File: config.mk
export PLATFORM = sky130hd
export DESIGN_NAME = pc_fetch_unit
export DESIGN_NICKNAME = d
export VERILOG_FILES = /design/src/rtl/pc_fetch_unit.sv
export SDC_FILE = /design/constraint.sdc
export NUM_CORES = 1
export LEC_CHECK = 0
export BUFFER_PORTS_ARGS = -buffer_cell sky130_fd_sc_hd__buf_2
export CAP_MARGIN = 10
export CORE_MARGIN = 10
export CORE_UTILIZATION = 24
export CTS_CLUSTER_DIAMETER = 100
export CTS_CLUSTER_SIZE = 20
export DETAILED_ROUTE_END_ITERATION = 7
export PLACE_DENSITY = 0.42
export REMOVE_ABC_BUFFERS = 1
export SETUP_SLACK_MARGIN = 0.3
export SKIP_CTS_REPAIR_TIMING = 1
export SKIP_LAST_GASP = 1
export SLEW_MARGIN = 10
export SYNTH_ARGS = -nofsm -noshare
export SYNTH_HDL_FRONTEND = slang
export SYNTH_SLANG_ARGS = --single-unit
File: constraint.sdc
create_clock -name clk -period 4.7 [get_ports clk]
set_input_delay 0.705 -clock clk [delete_from_list [all_inputs] [get_ports clk]]
set_output_delay 0.705 -clock clk [all_outputs]
set_load 0.01 [all_outputs]
File: src/rtl/pc_fetch_unit.sv
// Instruction fetch front-end: owns the PC, runs the imem req/ack handshake,
// and feeds {inst, PC, valid} to IF/ID with a one-entry skid buffer for stalls.
module pc_fetch_unit #(
   parameter int                ADDR_W   = 16,
   parameter int                INST_W   = 16,
   parameter logic [ADDR_W-1:0] RESET_PC = {ADDR_W{1'b0}}
) (
   input  logic              clk,
   input  logic              rst_n,
   input  logic              pcNewFlag_i,
   input  logic [ADDR_W-1:0] pcNew_i,
   input  logic              stall_i,
   input  logic              imemAck_i,
   input  logic [INST_W-1:0] imemData_i,
   output logic              imemReq_o,
   output logic [ADDR_W-1:0] imemAddr_o,
   output logic [INST_W-1:0] inst_o,
   output logic [ADDR_W-1:0] instPC_o,
   output logic              instValid_o,
   output logic              flush_o
);

   typedef enum logic [1:0] {
      ST_BOOT  = 2'd0,
      ST_FETCH = 2'd1,
      ST_HOLD  = 2'd2,
      ST_DRAIN = 2'd3
   } state_t;

   state_t            state_r;
   logic [ADDR_W-1:0] pc_r;
   logic [ADDR_W-1:0] pc_inc_s;
   logic              req_r;
   logic [ADDR_W-1:0] addr_r;
   logic [INST_W-1:0] inst_r;
   logic [ADDR_W-1:0] inst_pc_r;
   logic              valid_r;
   logic              flush_r;
   logic [INST_W-1:0] skid_inst_r;
   logic [ADDR_W-1:0] skid_pc_r;
   logic              skid_valid_r;

   assign pc_inc_s = pc_r + {{(ADDR_W-1){1'b0}}, 1'b1};

   // Fetch FSM; request/address and IF/ID outputs are registered alongside the state.
   always_ff @(posedge clk or negedge rst_n) begin
      if (!rst_n) begin
         state_r      <= ST_BOOT;
         pc_r         <= RESET_PC;
         req_r        <= 1'b0;
         addr_r       <= {ADDR_W{1'b0}};
         inst_r       <= {INST_W{1'b0}};
         inst_pc_r    <= {ADDR_W{1'b0}};
         valid_r      <= 1'b0;
         flush_r      <= 1'b0;
         skid_inst_r  <= {INST_W{1'b0}};
         skid_pc_r    <= {ADDR_W{1'b0}};
         skid_valid_r <= 1'b0;
      end else begin
         flush_r <= pcNewFlag_i;
         if (pcNewFlag_i) begin
            // Redirect wins everywhere; an open handshake keeps its address until acked.
            pc_r         <= pcNew_i;
            valid_r      <= 1'b0;
            skid_valid_r <= 1'b0;
            case (state_r)
               ST_FETCH: begin
                  req_r <= 1'b1;
                  if (imemAck_i) begin
                     state_r <= ST_FETCH;
                     addr_r  <= pcNew_i;
                  end else begin
                     state_r <= ST_DRAIN;
                  end
               end
               ST_DRAIN: begin
                  state_r <= ST_DRAIN;
                  req_r   <= 1'b1;
               end
               default: begin
                  state_r <= ST_FETCH;
                  req_r   <= 1'b1;
                  addr_r  <= pcNew_i;
               end
            endcase
         end else begin
            case (state_r)
               ST_BOOT: begin
                  state_r <= ST_FETCH;
                  req_r   <= 1'b1;
                  addr_r  <= pc_r;
               end
               ST_FETCH: begin
                  if (imemAck_i) begin
                     pc_r <= pc_inc_s;
                     if (stall_i) begin
                        skid_inst_r  <= imemData_i;
                        skid_pc_r    <= pc_r;
                        skid_valid_r <= 1'b1;
                        state_r      <= ST_HOLD;
                        req_r        <= 1'b0;
                     end else begin
                        inst_r    <= imemData_i;
                        inst_pc_r <= pc_r;
                        valid_r   <= 1'b1;
                        addr_r    <= pc_inc_s;
                     end
                  end else if (!stall_i) begin
                     valid_r <= 1'b0;
                  end
               end
               ST_HOLD: begin
                  if (!stall_i) begin
                     inst_r       <= skid_inst_r;
                     inst_pc_r    <= skid_pc_r;
                     valid_r      <= skid_valid_r;
                     skid_valid_r <= 1'b0;
                     state_r      <= ST_FETCH;
                     req_r        <= 1'b1;
                     addr_r       <= pc_r;
                  end
               end
               ST_DRAIN: begin
                  // Wrong-path data is dropped; the redirect target is issued next.
                  if (imemAck_i) begin
                     state_r <= ST_FETCH;
                     req_r   <= 1'b1;
                     addr_r  <= pc_r;
                  end
               end
               default: begin
                  state_r <= ST_BOOT;
                  req_r   <= 1'b0;
               end
            endcase
         end
      end
   end

   assign imemReq_o   = req_r;
   assign imemAddr_o  = addr_r;
   assign inst_o      = inst_r;
   assign instPC_o    = inst_pc_r;
   assign instValid_o = valid_r;
   assign flush_o     = flush_r;

endmodule

==> impl_results.md, run 1 <==
- CP Cell Sequence: inv_1 -> ha_1 -> nor2_1 -> o21ai_4 -> buf_4 -> mux2_2
- Category of the worst setup path capture point: register
- Final Hold Fails: 0
- Unrepaired setup endpoints after global routing: no
- Initial Util: 24.5%
- Worst Path Class, Setup: register to register
- Number of synthesized register bits: a little over 100
- Fmax achieved: 325 MHz
- Site Rows: 53
- Count of different cell masters after synthesis: 51
- Synthesized-area fraction occupied by xor and xnor cells: 3.74%
- Clock Tree Buf Depth: 2
- WL per Instance: 17.3 um
- Global-route congestion overflow total: 0
- Share of the synthesized area in compound gates (AO/OA/AOI/OAI): roughly 8.5%
- Post-synthesis mux area share: between 20% and 30%
- Fin Clk Skew: 0.00666 ns
- Pwr dens: approximately 600 nW/um^2
- Iter 0 DRT Violations: 203
- Data arrival time at the worst-slack endpoint: 3.32 ns
- Final number of setup-violating endpoints: 0
- Top cell types by occurrence after synthesis: sky130_fd_sc_hd__dfrtp_1, sky130_fd_sc_hd__mux2_2, sky130_fd_sc_hd__nand2_1
- Deepest level of the CTS H-tree: 3
- Horizontal extent of the die: 167 um
- Die Y: around 170 um
- Clock buffer count from CTS: 9
- Number of antenna violations at the first check in global routing: 3
- Number of clock sinks: 101
- Combined area of all synthesized cells: slightly above 5000 sq um
- TritonCTS clock tree: yes
- Final HPWL from detailed placement: 9.84 mm
- Synth top area cells: sky130_fd_sc_hd__dfrtp_1, sky130_fd_sc_hd__mux2_2, sky130_fd_sc_hd__xnor2_1
- Routed wire length: between 10 and 15 mm
- Share of synthesized flip-flops with an asynchronous set or reset: 100%
- Number of cells in the design after placement: about 800
- Detailed-route via count: 3,639
- Final-layout setup total negative slack: 0 ns
- Minimum period implied by the final worst setup slack: between 3 and 4 ns
- Total of warnings raised by yosys: 0
- Status: complete, no violations
- Top cell type by total area after synthesis: sky130_fd_sc_hd__dfrtp_1
- Normalized max-slew margin: 39.3%
- Slew at the pin closest to its max-slew limit: 0.910 ns
- Cell count after synthesis: 453
- Vias per inst: 4.51
- Register clock-pin slew on the reported worst setup and hold paths: 0.07 ns
- Fin cells: 806
- Path category of the worst min-delay check: input pin to async pin
- Post-detailed-route DRC marker count: 0
- Highest-delay cell along the critical path: sky130_fd_sc_hd__ha_1
- Clock latency reported for the late side of the worst-skew pair: between 0.3 and 0.4 ns
- Global-route wire length before repair: 22.6 mm
- Leak: 0.00260 uW
- Cell with the most instances after synthesis: sky130_fd_sc_hd__dfrtp_1
- Seq/Total Area, Yosys: 49.0%
- GRT Total Usage: 10.1%
- Largest fanout on the critical path: 25
- Synthesized-area fraction occupied by and/or/nand/nor cells: between 10 and 15%
- Vias in the first global route: roughly 4.0k
- Area growth from synthesis to final layout: 19.3%
- Share of cells above drive strength 1: 40.3%
- Maximum number of pins on one net before global-route repair: 71
- Clock root buffer: sky130_fd_sc_hd__clkbuf_16
- Final Cycle Share: 65.5%
- Pins over their slew limit: 0
- Data required time at the worst endpoint: 4.94 ns
- Final GP Congestion: around 0.77
- I/O Pins: 88
- Largest vdd supply drop: between 0.2 and 0.25 mV
- Number of nets at the end of the flow: 564
- Synthesized area divided by synthesized cell count: 11.4 sq um
- Critical path startpoint category: register
- Portion of synthesized cell area occupied by the leading cell type: 49.0%
- Dominant synthesized flop cell: sky130_fd_sc_hd__dfrtp_1
- Main combinational cell family by area after synthesis: multiplexers
- Count of flip-flops with a built-in enable after synthesis: 0
- Post-route ant nets: 0
- Adder and majority cell fraction of the synthesized area: 0.970%
- Detailed Routing Iterations Pass 1: 4
- Area of the die: 27,800 sq um
- Total of max-cap violations: 0
- Placeable core region: between 20,000 and 25,000 sq um
- Largest stage delay on the critical path: 0.75 ns
- # port buffers: 87
-- final cells by class --
cell class / instances / area (sq um)
tap: 275 / 344
antenna: 3 / 7.51
inverter: 11 / 41.3
timing repair buffer: 94 / 490
clock inverter: 4 / 55.1
multi-input combinational: 306 / 2420
fill: 2232 / 14900
clock buffer: 12 / 267
sequential: 101 / 2530
-- layer usage --
| layer | GRT usage (%) | vias to the layer above | wire (um) |
|---|---|---|---|
| li1 | - | 1745 | - |
| met1 | 12.4 | 1811 | 6410 |
| met2 | 16.1 | 67 | 6490 |
| met3 | 3.46 | 16 | 838 |
| met4 | 4.01 | 0 | 231 |
| met5 | 0 | - | 0 |
-- cell families after synthesis --
kind of cell	Yosys count
AOI/OAI and AO/OA	66
xor gates and xnor gates	22
adders and majority gates	4
buffers and inverters	46
DFF	101
muxes	98
and+or+nand+nor	116
-- per-stage QoR --
stage / setup WS [ns] / area [sq um] / utilization [%] / hold slack (ns) / total power, uW
finish: 1.62 / 6150 / 29.2 / 0.453 / 3800
global route: 1.36 / 6150 / 29.2 / 0.504 / 4100
CTS: 1.59 / 6150 / 29.2 / 0.485 / 3890
detailed placement: 1.60 / 5830 / 27.6 / 0.468 / 3070
global placement: 1.67 / 5830 / 27.6 / 0.463 / 3020
floorplan: 0.932 / 4970 / - / 0.409 / 2450
-- cells in the final DEF (no fill, tap or decap), drive strengths merged, types with 2 or more instances in the layout --
cell,n
a21oi,10
a21o,2
o21ai,27
and3,2
diode,3
dfrtp,101
and4,2
o311a,2
inv,11
nand2,35
nand4,7
nor2,26
o31a,3
xor2,6
nand2b,5
o21a,5
nand3,12
nor3,8
clkbuf,12
a211oi,5
buf,94
mux2i,10
nor2b,3
xnor2,16
a41oi,3
ha,4
mux2,88
o31ai,3
clkinv,2
nor4,12
-- flip-flops by register name, indices dropped and copies added (netlist names) --
signal / flops
flush_o: 1
imemAddr_o: 16
instPC_o: 16
instValid_o: 1
inst_o: 16
pc_r: 16
skid_inst_r: 16
skid_pc_r: 16
skid_valid_r: 1
state_r: 2
-- critical path: cells and delay by family, from the launching register on --
family,cells,cell delay [ns]
and+or+nand+nor,1,0.30
DFF,1,0.41
muxes,1,0.37
AOI/OAI and AO/OA,1,0.64
buffers and inverters,2,0.49
adders and majority gates,1,0.75
-- report_power, final --
group	internal, uW	switching [uW]
Clock	459	343
Combinational	722	806
Sequential	1250	220
Total	2430	1370
-- path summary, 6_finish.rpt --
path / startpoint / slack [ns] / endpoint / cells after the start
worst max-delay path: state_r[1] / 1.62 / inst_o[1] / 6
worst min-delay path: rst_n / 0.45 / skid_inst_r[8] / 1
worst max register to register: state_r[1] / 1.62 / inst_o[1] / 6
worst min register to register: imemAddr_o[2] / 0.47 / imemAddr_o[2] / 2
max in group asynchronous: rst_n / 3.25 / pc_r[12] / 2
min in group clk: imemAddr_o[2] / 0.47 / imemAddr_o[2] / 2
Note: power is estimated with default switching activity, not from simulation.
==> run 2: changes to the inputs <==
Settings changed: ABC_AREA from default to 1.
Clock period 4.7 ns to 2.85 ns, I/O delays scaled along.
==> run 2 against run 1 <==
  * Design area up 0.45%
  * Non-clock buffer count up 4
  * Combinational power up 97%
  * Critical path type unchanged
  * Critical endpoint is now state_r[0]
  * Largest cell class unchanged
==> impl_results.md, run 2 <==
- Status: complete, no violations (unchanged)
- Fin Clk Skew: 0.00356 ns (was 0.00666 ns)
- Vias per inst: 4.29 (was 4.51)
- Dominant synthesized flop cell: sky130_fd_sc_hd__dfrtp_1 (unchanged)
- Number of clock sinks: 101 (unchanged)
- Data arrival time at the worst-slack endpoint: 2.21 ns (was 3.32 ns)
- Cell with the most instances after synthesis: sky130_fd_sc_hd__nand2_1 (was sky130_fd_sc_hd__dfrtp_1)
- Slew at the pin closest to its max-slew limit: 0.692 ns (was 0.910 ns)
- Net switching power: 2900 uW (was 1370 uW)
- Die Y: 166 um (was 167 um)
- Placeable core region: 21,000 sq um (was 21,100 sq um)
- Category of the worst setup path capture point: register (unchanged)
- Data required time at the worst endpoint: 3.07 ns (was 4.94 ns)
- Site Rows: 53 (unchanged)
- Post-layout instance area: 6180 sq um (was 6150 sq um)
- Largest vdd supply drop: 0.339 mV (was 0.211 mV)
- Clock Tree Buf Depth: 2 (unchanged)
- Normalized max-slew margin: 53.9% (was 39.3%)
- Number of nets at the end of the flow: 777 (was 564)
- Count of different cell masters after synthesis: 29 (was 51)
- Vias in the first global route: 4,356 (was 4,028)
- Commonest cells after routing, fill and taps aside: sky130_fd_sc_hd__nand2_1, sky130_fd_sc_hd__dfrtp_1, sky130_fd_sc_hd__o21ai_0, sky130_fd_sc_hd__buf_2, sky130_fd_sc_hd__inv_1 (was sky130_fd_sc_hd__dfrtp_1, sky130_fd_sc_hd__mux2_2, sky130_fd_sc_hd__buf_2, sky130_fd_sc_hd__nand2_1, sky130_fd_sc_hd__nor2_1)
- Pins over their slew limit: 0 (unchanged)
- Portion of synthesized cell area occupied by the leading cell type: 49.2% (was 49.0%)
- TritonCTS clock tree: yes (unchanged)
- Routed wire length: 14.9 mm (was 14.0 mm)
- Sw Ratio: 41.9% (was 36.0%)
- Critical path startpoint category: register (unchanged)
- Final-layout setup total negative slack: 0 ns (unchanged)
- Iter 0 DRT Violations: 280 (was 203)
- Most frequent standard cell in the layout excluding fill and tap cells: sky130_fd_sc_hd__nand2_1 (was sky130_fd_sc_hd__dfrtp_1)
- WL per Instance: 14.6 um (was 17.3 um)
- Clock root buffer: sky130_fd_sc_hd__clkbuf_16 (unchanged)
- Cell internal power dissipation: 4010 uW (was 2430 uW)
- Synthesized area divided by synthesized cell count: 7.81 sq um (was 11.4 sq um)
- Initial Util: 24.4% (was 24.5%)
- Global-route congestion overflow total: 0 (unchanged)
- Total of warnings raised by yosys: 0 (unchanged)
- Worst slack after detailed placement: 0.764 ns (was 1.60 ns)
- Top cell type by total area after synthesis: sky130_fd_sc_hd__dfrtp_1 (unchanged)
- Horizontal extent of the die: 166 um (was 167 um)
- Area growth from synthesis to final layout: 20.3% (was 19.3%)
- Area of the die: 27,700 sq um (was 27,800 sq um)
- Unrepaired setup endpoints after global routing: no (unchanged)
- Fin worst setup slack: 0.862 ns (was 1.62 ns)
- Number of synthesized register bits: 101 (unchanged)
- Post-detailed-route DRC marker count: 0 (unchanged)
- Final HPWL from detailed placement: 10.4 mm (was 9.84 mm)
- Global-route wire length before repair: 24.3 mm (was 22.6 mm)
- Final Cycle Share: 69.7% (was 65.5%)
- Register clock-pin slew on the reported worst setup and hold paths: 0.07 ns (about the same)
- Total power: 6910 uW (was 3800 uW)
- # port buffers: 87 (unchanged)
- Synth top area cells: sky130_fd_sc_hd__dfrtp_1, sky130_fd_sc_hd__nand2_1, sky130_fd_sc_hd__o21ai_0 (was sky130_fd_sc_hd__dfrtp_1, sky130_fd_sc_hd__mux2_2, sky130_fd_sc_hd__xnor2_1)
- Path category of the worst min-delay check: input pin to async pin (unchanged)
- Combined area of all synthesized cells: 5140 sq um (was 5160 sq um)
- Fmax achieved: 503 MHz (was 325 MHz)
- Placed standard-cell area: 5880 sq um (was 5830 sq um)
- Cell count after synthesis: 658 (was 453)
- Sequential share of power: 37.2% (was 38.8%)
- Power share of the combinational group: 43.6% (was 40.2%)
- Total of max-cap violations: 0 (unchanged)
- Seq/Total Area, Yosys: 49.2% (was 49.0%)
- Detailed-route via count: 4,348 (was 3,639)
- Share of the core filled with cells in the final layout: 29.4% (was 29.2%)
- Share of cells above drive strength 1: 20.1% (was 40.3%)
- Deepest level of the CTS H-tree: 3 (unchanged)
- GRT Total Usage: 10.8% (was 10.1%)
- Final Hold Fails: 0 (unchanged)
- Detailed Routing Iterations Pass 1: 4 (unchanged)
- Leak: 0.00300 uW (was 0.00260 uW)
- Clock power frac: 19.3% (was 21.1%)
- Maximum number of pins on one net before global-route repair: 65 (was 71)
- Post-route ant nets: 0 (unchanged)
- Share of synthesized flip-flops with an asynchronous set or reset: 100% (unchanged)
- Final GP Congestion: 0.812 (was 0.768)
- Clock latency reported for the late side of the worst-skew pair: 0.35 ns (about the same)
- Minimum period implied by the final worst setup slack: 1.99 ns (was 3.08 ns)
- Worst Path Class, Setup: register to register (unchanged)
- Clock buffer count from CTS: 9 (unchanged)
- Final number of setup-violating endpoints: 0 (unchanged)
- Largest fanout on the critical path: 7 (was 25)
- I/O Pins: 88 (unchanged)
- Top cell types by occurrence after synthesis: sky130_fd_sc_hd__nand2_1, sky130_fd_sc_hd__dfrtp_1, sky130_fd_sc_hd__o21ai_0 (was sky130_fd_sc_hd__dfrtp_1, sky130_fd_sc_hd__mux2_2, sky130_fd_sc_hd__nand2_1)
- Pwr dens: 1120 nW/um^2 (was 618 nW/um^2)
- Count of flip-flops with a built-in enable after synthesis: 0 (unchanged)
- Number of antenna violations at the first check in global routing: 1 (was 3)
## run 2: power by group through the flow
stage | clock network (uW) | registers, uW | logic (uW)
final | 1330 | 2570 | 3010
after detailed placement | 0 | 2600 | 3100
after CTS | 1380 | 2580 | 3120
after global placement | 0 | 2590 | 3100
after floorplan | 0 | 2690 | 1840
after global routing | 1430 | 2680 | 3500
## run 2: logic make-up (layout without fill, tap and decap cells)
kind of cell             Yosys count  after routing  synth area share, %
adder cells (fa/ha/maj)            4              4                0.974
AO/OA/AOI/OAI                    168            168                 18.8
flip-flops                       101            101                 49.2
other                              0              1                    0
buffers and inverters            117            197                 9.60
AND/OR/NAND/NOR                  264            264                 20.8
XOR/XNOR                           4              4                0.682
## run 2: worst max-delay path: stages, from the launching register on
cell	delay, ns
sky130_fd_sc_hd__dfrtp_1	0.42
sky130_fd_sc_hd__inv_1	0.07
sky130_fd_sc_hd__ha_1	0.30
sky130_fd_sc_hd__inv_2	0.08
sky130_fd_sc_hd__nor2_2	0.30
sky130_fd_sc_hd__inv_1	0.15
sky130_fd_sc_hd__o21ai_0	0.23
sky130_fd_sc_hd__inv_1	0.06
sky130_fd_sc_hd__nand2_1	0.14
sky130_fd_sc_hd__o21ai_0	0.10
## run 2: routing by layer
layer	share of wire [%]	up-vias	track usage, %
met1	50	1989	14.6
met4	1.1	0	3.44
li1	-	2258	-
met5	0	-	0
met2	44	93	16.6
met3	5.3	8	2.67
## run 2: cell type report
cell class	instances	area, sq um
diodes	1	2.50
clock buffers	11	243
clock inverters	2	60.1
fillers	2315	14800
inverters	86	323
multi-input cells	440	2120
flip-flops and latches	101	2530
well taps	275	344
repair buffers	98	558
## run 2: worst paths after layout
kind / from / endpoint / slack [ns] / cells past startpoint
max in group asynchronous: rst_n / imemAddr_o[12] / 2.06 / 2
worst min-delay path: rst_n / inst_o[7] / 0.11 / 1
min in group clk: imemData_i[9] / skid_inst_r[9] / 0.35 / 3
worst min register to register: imemAddr_o[2] / imemAddr_o[2] / 0.48 / 2
worst max register to register: state_r[1] / state_r[0] / 0.86 / 9
worst max-delay path: state_r[1] / state_r[0] / 0.86 / 9
## run 2: through the flow
stage,hold slack (ns),std cells
3_3_place_gp,0.466,1000
4_1_cts,0.150,1013
5_1_grt,0.166,1013
6_report,0.113,1014
3_5_place_dp,0.469,1000
2_1_floorplan,0.132,627
